<file path="config.mk">
export PLATFORM = sky130hd
export DESIGN_NAME = universal_shift_reg
export DESIGN_NICKNAME = d
export VERILOG_FILES = /design/src/rtl/universal_shift_reg.sv
export SDC_FILE = /design/constraint.sdc
export NUM_CORES = 1
export LEC_CHECK = 0
export BUFFER_PORTS_ARGS = -buffer_cell sky130_fd_sc_hd__clkbuf_2
export CAP_MARGIN = 20
export CORE_MARGIN = 3
export CORE_UTILIZATION = 53
export DETAILED_ROUTE_END_ITERATION = 7
export HOLD_SLACK_MARGIN = 0.06
export PLACE_DENSITY = 0.88
export SKIP_LAST_GASP = 1
export SYNTH_ARGS = -nofsm -noshare
export SYNTH_HDL_FRONTEND = slang
export SYNTH_SLANG_ARGS = --single-unit
</file>
<file path="constraint.sdc">
create_clock -name clk -period 1.8 [get_ports clk]
set_input_delay 0.18 -clock clk [delete_from_list [all_inputs] [get_ports clk]]
set_output_delay 0.18 -clock clk [all_outputs]
set_load 0.02 [all_outputs]
</file>
<file path="src/rtl/universal_shift_reg.sv">
// WIDTH-bit universal shift register: manual hold/shift/rotate/load/clear modes
// plus an autonomous load-then-shift burst engine with busy/done status.
module universal_shift_reg #(
  parameter int WIDTH = 8,
  parameter int CW    = $clog2(WIDTH + 1)
) (
  input  logic             clk,
  input  logic             reset_n,
  input  logic             en,
  input  logic [2:0]       mode,
  input  logic [WIDTH-1:0] d_par,
  input  logic             sin_l,
  input  logic             sin_r,
  input  logic             start,
  input  logic             dir,
  input  logic [CW-1:0]    burst_len,
  output logic [WIDTH-1:0] q,
  output logic             sout_l,
  output logic             sout_r,
  output logic             busy,
  output logic             done
);

  typedef enum logic {
    S_IDLE,
    S_SHIFT
  } state_e;

  typedef enum logic [2:0] {
    M_HOLD = 3'd0,
    M_SHL  = 3'd1,
    M_SHR  = 3'd2,
    M_ASR  = 3'd3,
    M_ROL  = 3'd4,
    M_ROR  = 3'd5,
    M_LOAD = 3'd6,
    M_CLR  = 3'd7
  } mode_e;

  state_e           r_state, w_state_nxt;
  logic [WIDTH-1:0] r_q, w_q_nxt;
  logic [CW-1:0]    r_cnt, w_cnt_nxt;
  logic [CW-1:0]    w_len_clamped;
  logic             r_dir, w_dir_nxt;
  logic             r_done, w_done_nxt;

  always_ff @(posedge clk or negedge reset_n) begin
    if (!reset_n) begin
      r_state <= S_IDLE;
      r_q     <= '0;
      r_cnt   <= '0;
      r_dir   <= 1'b0;
      r_done  <= 1'b0;
    end else begin
      r_state <= w_state_nxt;
      r_q     <= w_q_nxt;
      r_cnt   <= w_cnt_nxt;
      r_dir   <= w_dir_nxt;
      r_done  <= w_done_nxt;
    end
  end

  always_comb begin
    w_state_nxt   = r_state;
    w_q_nxt       = r_q;
    w_cnt_nxt     = r_cnt;
    w_dir_nxt     = r_dir;
    w_done_nxt    = 1'b0;
    w_len_clamped = (burst_len > CW'(WIDTH)) ? CW'(WIDTH) : burst_len;

    unique case (r_state)
      S_IDLE: begin
        // start outranks the manual modes; a zero-length burst only loads and flags done
        if (start) begin
          w_q_nxt   = d_par;
          w_cnt_nxt = w_len_clamped;
          w_dir_nxt = dir;
          if (w_len_clamped == '0) w_done_nxt  = 1'b1;
          else                     w_state_nxt = S_SHIFT;
        end else if (en) begin
          case (mode)
            M_HOLD: w_q_nxt = r_q;
            M_SHL:  w_q_nxt = {r_q[WIDTH-2:0], sin_l};
            M_SHR:  w_q_nxt = {sin_r, r_q[WIDTH-1:1]};
            M_ASR:  w_q_nxt = {r_q[WIDTH-1], r_q[WIDTH-1:1]};
            M_ROL:  w_q_nxt = {r_q[WIDTH-2:0], r_q[WIDTH-1]};
            M_ROR:  w_q_nxt = {r_q[0], r_q[WIDTH-1:1]};
            M_LOAD: w_q_nxt = d_par;
            M_CLR:  w_q_nxt = '0;
          endcase
        end
      end
      S_SHIFT: begin
        w_q_nxt   = r_dir ? {sin_r, r_q[WIDTH-1:1]} : {r_q[WIDTH-2:0], sin_l};
        w_cnt_nxt = r_cnt - CW'(1);
        if (r_cnt == CW'(1)) begin
          w_state_nxt = S_IDLE;
          w_done_nxt  = 1'b1;
        end
      end
    endcase
  end

  assign q      = r_q;
  assign sout_l = r_q[WIDTH-1];
  assign sout_r = r_q[0];
  assign busy   = (r_state == S_SHIFT);
  assign done   = r_done;

endmodule

</file>
Word level (Yosys, flattened, before mapping)
Index checks and enable logic that the tools add are counted.
- register bits after elaboration: 15
- word-level logic and storage cells: 42
- bits of input ports: 22
- output and inout port bits: 12
- bitwise operators: 1
- $add $sub $neg: 1
- multiplexer cells: 16
- eq/ne operators: 12
- $lt $le $gt $ge: 1
- reduce and logical (&&, ||, !) cells: 5
- operators with widths (kind ; number):
    $pmux 8 s7 ; 1
    $mux 8 ; 3
    $pmux 8 s2 ; 1
    $eq 3x3->1 const B ; 4
    $ne 3x3->1 const B ; 3
    $mux 4 ; 2
    $pmux 4 s2 ; 1
    $eq 3x2->1 const B ; 2
    $mux 1 ; 6
    $eq 4x1->1 const B ; 1
    $gt 4x4->1 const B ; 1
    $logic_not 4->1 ; 1
    $pmux 1 s2 ; 2
    $reduce_and 2->1 ; 2
    $sub 4x1->4 const B ; 1
    $eq 3x1->1 const B ; 1
    $logic_not 3->1 ; 1
    $reduce_and 3->1 ; 1
    $ne 2x2->1 const B ; 1
    $not 1->1 ; 1

Logic depth before layout (Yosys ltp)
- depth in word-level cells: 6
- mapped depth: 7
- depth with buffers taken out: 5

Worst setup path after synthesis
Ideal clock, no wire load.
- path type: reg-to-reg
- start: reg r_q[4], in the netlist q[4]
- end: reg r_q[3], in the netlist q[3]
- data required time: 1.674 ns
- cell stages (with the launch flop): 5
- slack: 0.283 ns
- arrival: 1.391 ns
- library setup time: 0.126 ns
- path buffers: 0
- period minus slack after synthesis: 1.517 ns
- cell sequence: dfrtp_1 > nor2b_1 > a32o_1 > a311o_1 > a221o_1
- longest elaborated chain between the ends: 4
- elaborated cells on any way between the ends: 5
- those cells by class: mux: 5
- ends and longest elaborated chain (element ; line ; source):
    start, declared ; 41 ; logic [WIDTH-1:0] r_q, w_q_nxt;
    start signal, assigned ; 56 ; r_q <= w_q_nxt;
    $pmux 8 s7 ; 81 ; case (mode)
    $mux 8 ; 80 ; end else if (en) begin
    $mux 8 ; 74 ; if (start) begin
    $pmux 8 s2 (*) ; 71 ; unique case (r_state)
Mark *: on every way between the ends. The rest lies on a longest branch, timed or not. The select of a mux whose other input is x is not followed.
A chain may end at the register's enable or synchronous reset.

Final worst setup path
- start: reg r_dir
- end: reg r_q[3], in the netlist q[3]
- longest elaborated chain between the ends: 2
- ends and longest elaborated chain (element ; line ; source):
    start, declared ; 44 ; logic r_dir, w_dir_nxt;
    start signal, assigned ; 58 ; r_dir <= w_dir_nxt;
    $mux 8 ; 94 ; w_q_nxt = r_dir ? {sin_r, r_q[WIDTH-1:1]} : {r_q[WIDTH-2:0], sin_l};
    $pmux 8 s2 ; 71 ;
No other way between the ends.

==> run metrics <==
WL/cell=~17 um; first-pass GRT wire length=5.796 mm; Clock Latency Late Sink=280 ps; Area contributors post-synth=dfrtp_1, a21oi_1, buf_6, mux2_1, a221o_1; Die ar.=between 3000 and 4000 um2; Root Buffer=clkbuf_4; internal power=0.001145 W; Mapped Area=roughly 1300 um2; worst-margin pin slew=roughly 440 ps; number of H-tree levels=1; Die Wd=approximately 56 um; drt total wl=approximately 3.6 mm; CTS Buf Count=3; final HPWL from detailed placement=roughly 2.7 mm; count leader, synth=dfrtp_1; crit path DAT=approximately 1800 ps; initial antenna violation count=0; Mapped Cells=149; Crit Path Class=register to register; clock power share=slightly above 9%; PwrDens=1424 nW/um2; Slew Limit Fails=0; Post-synth top cells=dfrtp_1, a21oi_1, nor2_1; post-synthesis sequential area ratio=between 20% and 30%; Async S/R FF share, synth=100.0%; Synth top area share=between 20% and 30%; global route total overflow=0; placer congestion estimate=~0.97; unrepaired setup endpoints after global routing=no; via count=~1300; Sw Pwr=0.001017 W; Max Buffers Root-to-Sink=2; max-cap violations=0; fmax=about 630 MHz; Clock Skew=2.881 ps; number of enable flip-flop cells after synthesis=0; worst min path class=input port to register; Mapped Nets=between 150 and 200; logic gate share of total power=54.6%; failing checks=DRC; Post-synth top flop=dfrtp_1; final hold vios=0; vias in the first global route=approximately 1200; part of the cycle the worst path needs=88.55%; die height=56.36 um; Final Util=66.07%; nets@finish=a little over 200; Startpoint Class=register; clock slew at reported path FFs=roughly 90 ps; number of routed nets with antenna violations=0; status=complete, but fails checks; VDD IR max=about 870 uV; drc violations=2; post-synth cell types=slightly above 50; Seq pwr share=36.3%; syn_area_per_cell=about 9.0 um2; Post-CTS Repair Setup Buffers=0; initial core utilization=between 50% and 60%; post-route worst setup slack=~210 ps; Port Buffers=33; Max-slew headroom=roughly 71%; TNS Setup=0 ps; total clock sinks=15; placed insts=around 200; Layout Cells excl Fill=about 210; Diodes inserted=0; Total Routing Usage GR=a little under a quarter; leakage=0.6975 nW; DR iter-0 viols=between 60 and 70; Vias/cell=roughly 6.4; layout cells sized above 1=around a third; Core ar.=between 2000 and 2500 um2; post-cts resize count=0; Layout area overhead=12.94%; Synth Warn #=0; filler instances=199; # hold bufs at CTS=1; IO Count=34; Setup-failing EPs final=0; row count=17; largest net degree at the start of global routing=17; pre-CTS setup slack=203.6 ps; Worst Setup End Kind=register; CTS tree=yes; CP required=between 1500 and 2000 ps; register bit count reported by yosys=15; CP max FO=10; switching part of the total=47.05%; minimum clock period=1594 ps; TritonRoute pass-1 iters=6; largest area contributor in the synthesized netlist=dfrtp_1
==> cells in the final DEF (no fill, tap or decap), types with 4 or more instances in the layout <==
cell,Yosys,layout
dfrtp_1,15,15
nand2_1,6,6
nand3_1,5,5
inv_1,5,5
nand2b_1,4,4
buf_4,5,7
a221o_1,5,5
nor2_1,8,8
a21oi_1,12,12
clkbuf_2,0,33
mux2_1,5,5
o21ai_0,5,5
==> per-layer routing <==
metal	wire length (um)	vias up	global-route usage, %	part of all wire (%)
li1	-	618	-	-
met1	1461	608	31.44	41
met3	356	14	4.138	10
met2	1638	82	34.56	46
met5	0	-	0	0
met4	110	0	9.831	3.1
==> stage by stage <==
stage	hold slack, ps	instance area [um2]	total power (W)
floorplan	-115.6	1344	0.001616
global placement	120.0	1480	0.001897
detailed placement	125.5	1480	0.001952
CTS	116.6	1518	0.002156
global route	115.0	1518	0.002305
finish	117.4	1518	0.002162
==> flip-flops by register name, indices dropped and copies added, names as in the netlist <==
| register | count |
|---|---|
| done | 1 |
| r_cnt | 4 |
| q | 8 |
| r_dir | 1 |
| busy | 1 |
==> cell families after synthesis <==
family	synth area share (%)
AO/OA/AOI/OAI	29.98
XOR/XNOR	1.956
adder cells (fa/ha/maj)	1.862
buffers and inverters	10.61
flip-flops	27.93
multiplexers	8.100
AND/OR/NAND/NOR	19.55
==> power groups by stage <==
stage	clock network, W	registers [W]	logic, W
floorplan	0	0.000798	0.000817
global placement	0	0.000764	0.00113
detailed placement	0	0.000781	0.00117
CTS	0.000198	0.000778	0.00118
global route	0.000220	0.000810	0.00128
finish	0.000196	0.000786	0.00118
==> worst paths after layout <==
check	startpoint	endpoint	slack (ps)	cells after the start
setup reg to reg	r_dir$_DFFE_PN0P_	q[3]$_DFFE_PN0P_	210	3
setup / recovery	r_dir$_DFFE_PN0P_	q[3]$_DFFE_PN0P_	210	3
max in group asynchronous	reset_n	q[6]$_DFFE_PN0P_	1160	2
hold reg to reg	r_cnt[0]$_DFFE_PN0P_	r_cnt[0]$_DFFE_PN0P_	540	1
hold / removal	dir	r_dir$_DFFE_PN0P_	120	2
min in group asynchronous	reset_n	q[5]$_DFFE_PN0P_	350	2
==> area by class of cell <==
class,instances,area [um2],area share (%)
multi-input cells,112,825.8,54.41
flip-flops and latches,15,375.4,24.73
repair buffers,41,227.7,15.00
well taps,28,35.03,2.308
inverters,7,26.28,1.731
clock buffers,3,22.52,1.484
clock inverters,1,5.005,0.3298
==> critical path: stages, from the launching register on <==
cell and delay (ps):
dfrtp_1 630, mux2_1 390, a22o_1 200, a221o_1 260
(Power assumes the default switching activity.)
